--- src/rtl/div_ctrl_if.sv ---
// Bundle between the EX-stage divide controller, the pipeline and the multi-cycle divider.
// The master modport is the controller's view; the slave modport is its environment.
interface div_ctrl_if;
    logic        ex_div_i;
    logic        ex_signed_i;
    logic [31:0] ex_op1_i;
    logic [31:0] ex_op2_i;
    logic        flush_i;
    logic        div_signed_o;
    logic [31:0] div_op1_o;
    logic [31:0] div_op2_o;
    logic        div_start_o;
    logic        div_annul_o;
    logic [63:0] div_result_i;
    logic        div_ready_i;
    logic        stallreq_o;
    logic        hilo_we_o;
    logic [31:0] hi_o;
    logic [31:0] lo_o;
    logic        err_o;

    modport master (
        input  ex_div_i, ex_signed_i, ex_op1_i, ex_op2_i, flush_i,
        input  div_result_i, div_ready_i,
        output div_signed_o, div_op1_o, div_op2_o, div_start_o, div_annul_o,
        output stallreq_o, hilo_we_o, hi_o, lo_o, err_o
    );

    modport slave (
        output ex_div_i, ex_signed_i, ex_op1_i, ex_op2_i, flush_i,
        output div_result_i, div_ready_i,
        input  div_signed_o, div_op1_o, div_op2_o, div_start_o, div_annul_o,
        input  stallreq_o, hilo_we_o, hi_o, lo_o, err_o
    );
endinterface

--- src/rtl/div_ctrl.sv ---
// Sequencing controller for the multi-cycle 32-bit divider: start/hold, HI/LO writeback,
// flush annul and a cycle-budget timeout abort.
module div_ctrl #(
    parameter int TIMEOUT = 40
) (
    input  logic       clk,
    input  logic       rst,
    div_ctrl_if.master bus
);
    typedef enum logic [1:0] {IDLE, RUN, DONE, ABORT} state_t;

    localparam logic [5:0] LAST_CNT = 6'(TIMEOUT - 1);

    state_t      state, state_nxt;
    logic [5:0]  cnt, cnt_nxt;
    logic        signed_q, signed_nxt;
    logic [31:0] op1_q, op1_nxt;
    logic [31:0] op2_q, op2_nxt;
    logic        start_q, start_nxt;
    logic        annul_q, annul_nxt;
    logic        we_q, we_nxt;
    logic        err_q, err_nxt;
    logic [31:0] hi_q, hi_nxt;
    logic [31:0] lo_q, lo_nxt;

    always_ff @(posedge clk) begin
        if (rst) begin
            state    <= IDLE;
            cnt      <= '0;
            signed_q <= 1'b0;
            op1_q    <= '0;
            op2_q    <= '0;
            start_q  <= 1'b0;
            annul_q  <= 1'b0;
            we_q     <= 1'b0;
            err_q    <= 1'b0;
            hi_q     <= '0;
            lo_q     <= '0;
        end else begin
            state    <= state_nxt;
            cnt      <= cnt_nxt;
            signed_q <= signed_nxt;
            op1_q    <= op1_nxt;
            op2_q    <= op2_nxt;
            start_q  <= start_nxt;
            annul_q  <= annul_nxt;
            we_q     <= we_nxt;
            err_q    <= err_nxt;
            hi_q     <= hi_nxt;
            lo_q     <= lo_nxt;
        end
    end

    // Pulse outputs default low; operands and HI/LO hold unless explicitly loaded.
    always_comb begin
        state_nxt  = state;
        cnt_nxt    = cnt;
        signed_nxt = signed_q;
        op1_nxt    = op1_q;
        op2_nxt    = op2_q;
        start_nxt  = start_q;
        annul_nxt  = 1'b0;
        we_nxt     = 1'b0;
        err_nxt    = 1'b0;
        hi_nxt     = hi_q;
        lo_nxt     = lo_q;

        case (state)
            IDLE: begin
                start_nxt = 1'b0;
                if (bus.ex_div_i && !bus.flush_i) begin
                    signed_nxt = bus.ex_signed_i;
                    op1_nxt    = bus.ex_op1_i;
                    op2_nxt    = bus.ex_op2_i;
                    start_nxt  = 1'b1;
                    cnt_nxt    = '0;
                    state_nxt  = RUN;
                end
            end
            RUN: begin
                if (bus.flush_i) begin
                    start_nxt = 1'b0;
                    annul_nxt = 1'b1;
                    state_nxt = ABORT;
                end else if (bus.div_ready_i) begin
                    hi_nxt    = bus.div_result_i[63:32];
                    lo_nxt    = bus.div_result_i[31:0];
                    we_nxt    = 1'b1;
                    start_nxt = 1'b0;
                    state_nxt = DONE;
                end else if (cnt == LAST_CNT) begin
                    start_nxt = 1'b0;
                    annul_nxt = 1'b1;
                    err_nxt   = 1'b1;
                    state_nxt = ABORT;
                end else begin
                    cnt_nxt = cnt + 6'd1;
                end
            end
            DONE: begin
                start_nxt = 1'b0;
                state_nxt = IDLE;
            end
            ABORT: begin
                start_nxt = 1'b0;
                state_nxt = IDLE;
            end
            default: begin
                start_nxt = 1'b0;
                state_nxt = IDLE;
            end
        endcase
    end

    // Outside RUN a stall is only needed for a pending divide; reset masks it entirely.
    assign bus.stallreq_o   = !rst && !bus.flush_i && ((state == RUN) || bus.ex_div_i);

    assign bus.div_signed_o = signed_q;
    assign bus.div_op1_o    = op1_q;
    assign bus.div_op2_o    = op2_q;
    assign bus.div_start_o  = start_q;
    assign bus.div_annul_o  = annul_q;
    assign bus.hilo_we_o    = we_q;
    assign bus.hi_o         = hi_q;
    assign bus.lo_o         = lo_q;
    assign bus.err_o        = err_q;
endmodule

--- src/flat_wrapper.sv ---
// flat-port wrapper written by rule: the top's interface ports become plain ports
module div_ctrl_flat 
#(
    parameter int TIMEOUT = 40
)
  (clk, rst, bus_ex_div_i, bus_ex_signed_i, bus_ex_op1_i, bus_ex_op2_i, bus_flush_i, bus_div_result_i, bus_div_ready_i, bus_div_signed_o, bus_div_op1_o, bus_div_op2_o, bus_div_start_o, bus_div_annul_o, bus_stallreq_o, bus_hilo_we_o, bus_hi_o, bus_lo_o, bus_err_o);
  div_ctrl_if bus_i ();
  input  logic clk;
  input  logic rst;
  input wire logic [$bits(bus_i.ex_div_i)-1:0] bus_ex_div_i;
  input wire logic [$bits(bus_i.ex_signed_i)-1:0] bus_ex_signed_i;
  input wire logic [$bits(bus_i.ex_op1_i)-1:0] bus_ex_op1_i;
  input wire logic [$bits(bus_i.ex_op2_i)-1:0] bus_ex_op2_i;
  input wire logic [$bits(bus_i.flush_i)-1:0] bus_flush_i;
  input wire logic [$bits(bus_i.div_result_i)-1:0] bus_div_result_i;
  input wire logic [$bits(bus_i.div_ready_i)-1:0] bus_div_ready_i;
  output wire logic [$bits(bus_i.div_signed_o)-1:0] bus_div_signed_o;
  output wire logic [$bits(bus_i.div_op1_o)-1:0] bus_div_op1_o;
  output wire logic [$bits(bus_i.div_op2_o)-1:0] bus_div_op2_o;
  output wire logic [$bits(bus_i.div_start_o)-1:0] bus_div_start_o;
  output wire logic [$bits(bus_i.div_annul_o)-1:0] bus_div_annul_o;
  output wire logic [$bits(bus_i.stallreq_o)-1:0] bus_stallreq_o;
  output wire logic [$bits(bus_i.hilo_we_o)-1:0] bus_hilo_we_o;
  output wire logic [$bits(bus_i.hi_o)-1:0] bus_hi_o;
  output wire logic [$bits(bus_i.lo_o)-1:0] bus_lo_o;
  output wire logic [$bits(bus_i.err_o)-1:0] bus_err_o;
  assign bus_i.ex_div_i = bus_ex_div_i;
  assign bus_i.ex_signed_i = bus_ex_signed_i;
  assign bus_i.ex_op1_i = bus_ex_op1_i;
  assign bus_i.ex_op2_i = bus_ex_op2_i;
  assign bus_i.flush_i = bus_flush_i;
  assign bus_i.div_result_i = bus_div_result_i;
  assign bus_i.div_ready_i = bus_div_ready_i;
  assign bus_div_signed_o = bus_i.div_signed_o;
  assign bus_div_op1_o = bus_i.div_op1_o;
  assign bus_div_op2_o = bus_i.div_op2_o;
  assign bus_div_start_o = bus_i.div_start_o;
  assign bus_div_annul_o = bus_i.div_annul_o;
  assign bus_stallreq_o = bus_i.stallreq_o;
  assign bus_hilo_we_o = bus_i.hilo_we_o;
  assign bus_hi_o = bus_i.hi_o;
  assign bus_lo_o = bus_i.lo_o;
  assign bus_err_o = bus_i.err_o;
  div_ctrl #(.TIMEOUT(TIMEOUT)) u_core (.clk(clk), .rst(rst), .bus(bus_i));
endmodule
--- config.mk ---
export PLATFORM = sky130hd
export DESIGN_NAME = div_ctrl_flat
export DESIGN_NICKNAME = d
export VERILOG_FILES = /design/src/rtl/div_ctrl_if.sv /design/src/rtl/div_ctrl.sv /design/src/flat_wrapper.sv
export SDC_FILE = /design/constraint.sdc
export NUM_CORES = 1
export LEC_CHECK = 0
export BUFFER_PORTS_ARGS = -buffer_cell sky130_fd_sc_hd__buf_2
export CORE_MARGIN = 10
export CORE_UTILIZATION = 40
export DETAILED_ROUTE_END_ITERATION = 8
export PLACE_DENSITY_LB_ADDON = 0.08
export SYNTH_ARGS = -nofsm -noshare
export SYNTH_HDL_FRONTEND = slang
export SYNTH_SLANG_ARGS = --single-unit
--- constraint.sdc ---
create_clock -name clk -period 4.2 [get_ports clk]
set_input_delay 0.84 -clock clk [delete_from_list [all_inputs] [get_ports clk]]
set_output_delay 0.84 -clock clk [all_outputs]
set_load 0.02 [all_outputs]
# After elaboration in Yosys (flattened, before gate mapping)
# Cells that the tools add are included.
# word_totals
register_bits	141
input_bits	134
out_inout_bits	134
# classes
muxes	19
n_eq_ne	9
bitwise_logic	2
n_addsub	1
n_reduce_logical	15
# op_table
op	n
2-to-1 mux 6 bit	4
one-hot mux 6 bit (2 select lines)	1
2-to-1 mux 1 bit	8
2-to-1 mux 2 bit	4
adder 6 x 1 -> 6 bit (second input constant)	1
equality test 6 bit (second input constant)	1
!= test 2 bit (second input constant)	3
one-hot mux 2 bit (3 select lines)	1
AND reduction 5 bit	1
equality test 2 bit (second input constant)	2
!= test 4 x 3 -> 1 bit (second input constant)	1
AND reduction 2 bit	2
OR reduction 2 bit	2
logical AND 1 bit	3
one-hot mux 1 bit (3 select lines)	1
AND reduction 3 bit	1
OR reduction 3 bit	1
equality test 2 x 1 -> 1 bit (second input constant)	1
zero test 1 bit	2
zero test 2 bit	1
!= test 2 x 1 -> 1 bit (second input constant)	1
NOT 1 bit	2
nonzero test 2 bit	1
logical OR 1 bit	1

# Longest topological paths before layout
# depth
word_depth	5
mapped_depth	6
depth_no_buf	5

# Least setup slack after synthesis
# OpenSTA, ideal clock, no wires.
# synth_timing
path_type	input port to output port
start	in rst
end	out bus_stallreq_o
required_time_ns	3.360
t_arrival_ns	1.681
setup_slack_ns	1.679
n_path_buf	2
cell_stages	3
cell_sequence	clkbuf_1 clkbuf_1 nor3_1
# synth_between
elab_chain_cells	3
# synth_rtl
element	line	text
start: declaration	flat_wrapper.sv:9	input logic rst;
zero test 1 bit	div_ctrl.sv:116	assign bus.stallreq_o = !rst && !bus.flush_i && ((state == RUN) || bus.ex_div_i);
logical AND 1 bit (2 in series)	div_ctrl.sv:116	
end: declaration	flat_wrapper.sv:22	output wire logic [$bits(bus_i.stallreq_o)-1:0] bus_stallreq_o;
# Every way passes these cells.

# Final worst setup path
# Same ends and word-level chain as after synthesis.

==> results by group <==
Outcome
  – Outcome: finished, final reports clean

Timing
  – Final count of hold timing violations: 0
  – Endpoints failing setup: 0
  – Slew headroom: 50.0%
  – RSZ-0062 raised after global routing: false
  – Setup TNS Final: 0 ns
  – Worst setup margin: 1.65 ns
  – Final Skew: 0.00865 ns
  – Fmax: around 400 MHz
  – Worst Tran Pin Value: 0.750 ns
  – Tcrit/Tclk final: 60.7%
  – Final slew viol count: 0
  – Tmin final: 2.55 ns

Floorplanning
  – Chip height: 131 microns
  – IO Count: 268
  – Standard-cell row count: 40
  – Die width: 131 microns
  – DIE AREA: 17200 sq um
  – Initial Util: 40.9%
  – Total core area: 12100 sq um

Final layout
  – Nets: 1003
  – Layout area overhead: 40.8%
  – Fill cell count: 1191
  – Final core occ: 57.5%
  – Layout cell share with drive strength beyond 1: 34.9%

Synthesis
  – Syn_area_per_cell: 7.95 sq um
  – Mapped Area: 4930 sq um
  – Yosys warns: 0
  – Net Count, Synth: 755
  – Sequential-to-total area share from yosys stat: 57.3%
  – Cells after synthesis: 620
  – Most area-hungry cell type in the Yosys netlist: dfxtp_1
  – Synth cell types: 28
  – Largest cells by area after synthesis: dfxtp_1, nand2_1, a21oi_1, clkbuf_1, buf_2
  – Yosys top cell area share: about 57%
  – Register bit count reported by yosys: about 140

Worst setup path
  – Arrival time worst endpoint: 1.71 ns
  – R2r endpoint: u_core.cnt[5]$_SDFFE_PP0P_
  – R2r startpoint: u_core.state[1]$_SDFFE_PP0P_
  – Critical path endpoint category: output pin
  – Worst Path Max Fanout: 71
  – Reg2Reg Setup Slack: 2.11 ns
  – Worst path required time: 3.36 ns
  – R2R depth: 4
  – Nature of the critical path startpoint: input pin
  – Setup CP Type: input pin to output pin

Detailed routing
  – DR WL/cell: approximately 16 microns
  – Vias/cell: 4.73
  – Detailed-route DRC error count: 0
  – Via count: 4971
  – TritonRoute pass-1 iters: 5
  – Iter 0 DRT Violations: between 300 and 400
  – Number of antenna-violating nets in the routed design: 0
  – DRT Wirelength: 16600 microns

Global routing
  – First-pass GRT wire length: 24300 microns
  – Overall global routing resource usage: a little under a fifth
  – Pin count of the biggest net entering global routing: 73
  – Grt ovf: 0
  – Initial antenna violation count: 2
  – Vias in the first global route: 4677

Clock tree
  – Longest Clk Path Bufs: 2
  – CTS tree: done
  – Clock Pin Slew Worst Setup and Hold Paths: 0.05 ns
  – CTS Buf Count: 17
  – Post-CTS resize count: 0
  – H-tree depth: 4
  – Postcts setup bufs: 0
  – CTS sink count: 141
  – # hold bufs at CTS: 0
  – Clock tree root buffer cell: clkbuf_16
  – Latest clock arrival within the worst-skew pair: 0.41 ns

Power
  – Combinational power share: 9.2%
  – Clock Power Share: between 40% and 50%
  – Max VDD drop: approximately 0.27 mV
  – Leak: 3.13 nW
  – Power per cell area: 453 nW/um^2
  – Flop pwr share: ~45%
  – Net Sw Power: 0.739 mW
  – P_int: ~2.4 mW
  – Net Sw Frac: approximately a quarter

Placement
  – DP HPWL: 12400 microns
  – Setup WS pre-CTS: about 1.5 ns
  – Routability cong.: 0.764
  – Port bufs: 267

Hold path
  – WHS Endpoint: u_core.bus.div_op2_o[19]$_SDFFE_PP0P_
  – HP Start: u_core.bus.div_op2_o[19]$_SDFFE_PP0P_
  – Min-Delay Path Depth: 2
  – Hold Crit Class: flip-flop to flip-flop

Job
  – Max_cap viols: 0
how the worst max path moves through the flow:
stage | slack [ns] | end | start | cells after the start
2_1_floorplan | 1.68 | bus_stallreq_o | rst | 3
3_3_place_gp | 1.52 | u_core.cnt[5]$_SDFFE_PP0P_ | bus_flush_i | 5
3_5_place_dp | 1.51 | u_core.cnt[5]$_SDFFE_PP0P_ | bus_flush_i | 5
4_1_cts | 1.63 | bus_stallreq_o | rst | 3
5_1_grt | 1.55 | bus_stallreq_o | rst | 3
6_report | 1.65 | bus_stallreq_o | rst | 3
area by class of cell:
type	count	area, sq um	area share (%)
clock buffers	24	482	6.94
flip-flops and latches	141	2820	40.7
multi-input cells	435	1950	28.1
repair buffers	273	1380	19.9
diodes	2	5.00	0.0721
clock inverters	7	87.6	1.26
well taps	168	210	3.03
flip-flops by register name (all words and copies together) (netlist names), 2 cells and up:
register              count
u_core.bus.div_op1_o     32
u_core.bus.div_op2_o     32
u_core.bus.hi_o          32
u_core.bus.lo_o          32
u_core.cnt                6
u_core.state              2
worst max-delay path: stages:
cell    delay [ns]
buf_4         0.56
nor3_1        0.11
buf_2         0.20
Yosys cell counts:
library cell / instances
a21boi_0: 1
a21oi_1: 133
a31oi_1: 1
buf_1: 3
buf_2: 7
clkbuf_1: 34
dfxtp_1: 141
ha_1: 1
nand2_1: 260
nand2b_1: 2
nand3_1: 7
nand3b_1: 1
nand4b_1: 3
nor2_1: 7
nor2b_1: 1
nor3_1: 3
nor4b_1: 1
nor4b_2: 1
nor4b_4: 1
o21a_1: 2
o21ai_0: 1
o21ai_2: 1
o311ai_0: 1
o31ai_1: 1
or2_2: 2
or3_1: 1
or4_1: 2
or4b_1: 1
layer usage:
metal	share of wire (%)	GRT usage, %
met5	0	0
met4	3.0	9.22
met1	38	19.9
met2	47	29.3
met3	11	8.50
stage by stage:
step                      cells  hold slack [ns]  instance area [sq um]  power, mW
after floorplan             620            0.465                   4930       1.59
after global placement     1017            0.439                   6370       1.72
after detailed placement   1017            0.444                   6370       1.72
after CTS                  1048            0.451                   6940       3.18
after global routing       1050            0.465                   6940       3.28
final                      1050            0.449                   6940       3.14
power by group through the flow:
stage	Clock [mW]	Sequential [mW]	Combinational (mW)
5_1_grt	1.55	1.41	0.316
2_1_floorplan	0	1.48	0.102
3_5_place_dp	0	1.43	0.292
3_3_place_gp	0	1.43	0.287
6_report	1.45	1.40	0.288
4_1_cts	1.48	1.40	0.292
logic make-up (layout without fill, tap and decap cells):
logic type	Yosys count	after routing	synth area share, %
AOI/OAI and AO/OA	141	141	14.7
DFF	141	141	57.3
adders and majority gates	1	1	0.254
other	0	2	0
buffers and inverters	44	304	3.53
and+or+nand+nor	293	293	24.3
cells in the final DEF (no fill, tap or decap), drive strengths merged, types with 3 or more instances in the layout:
master    n
clkbuf   24
nor3      3
dfxtp   141
nand2   260
buf     273
clkinv    4
a21oi   133
nand3     7
nor4b     3
nor2      7
nand4b    3
No activity file was read; power rests on OpenSTA's default activity.
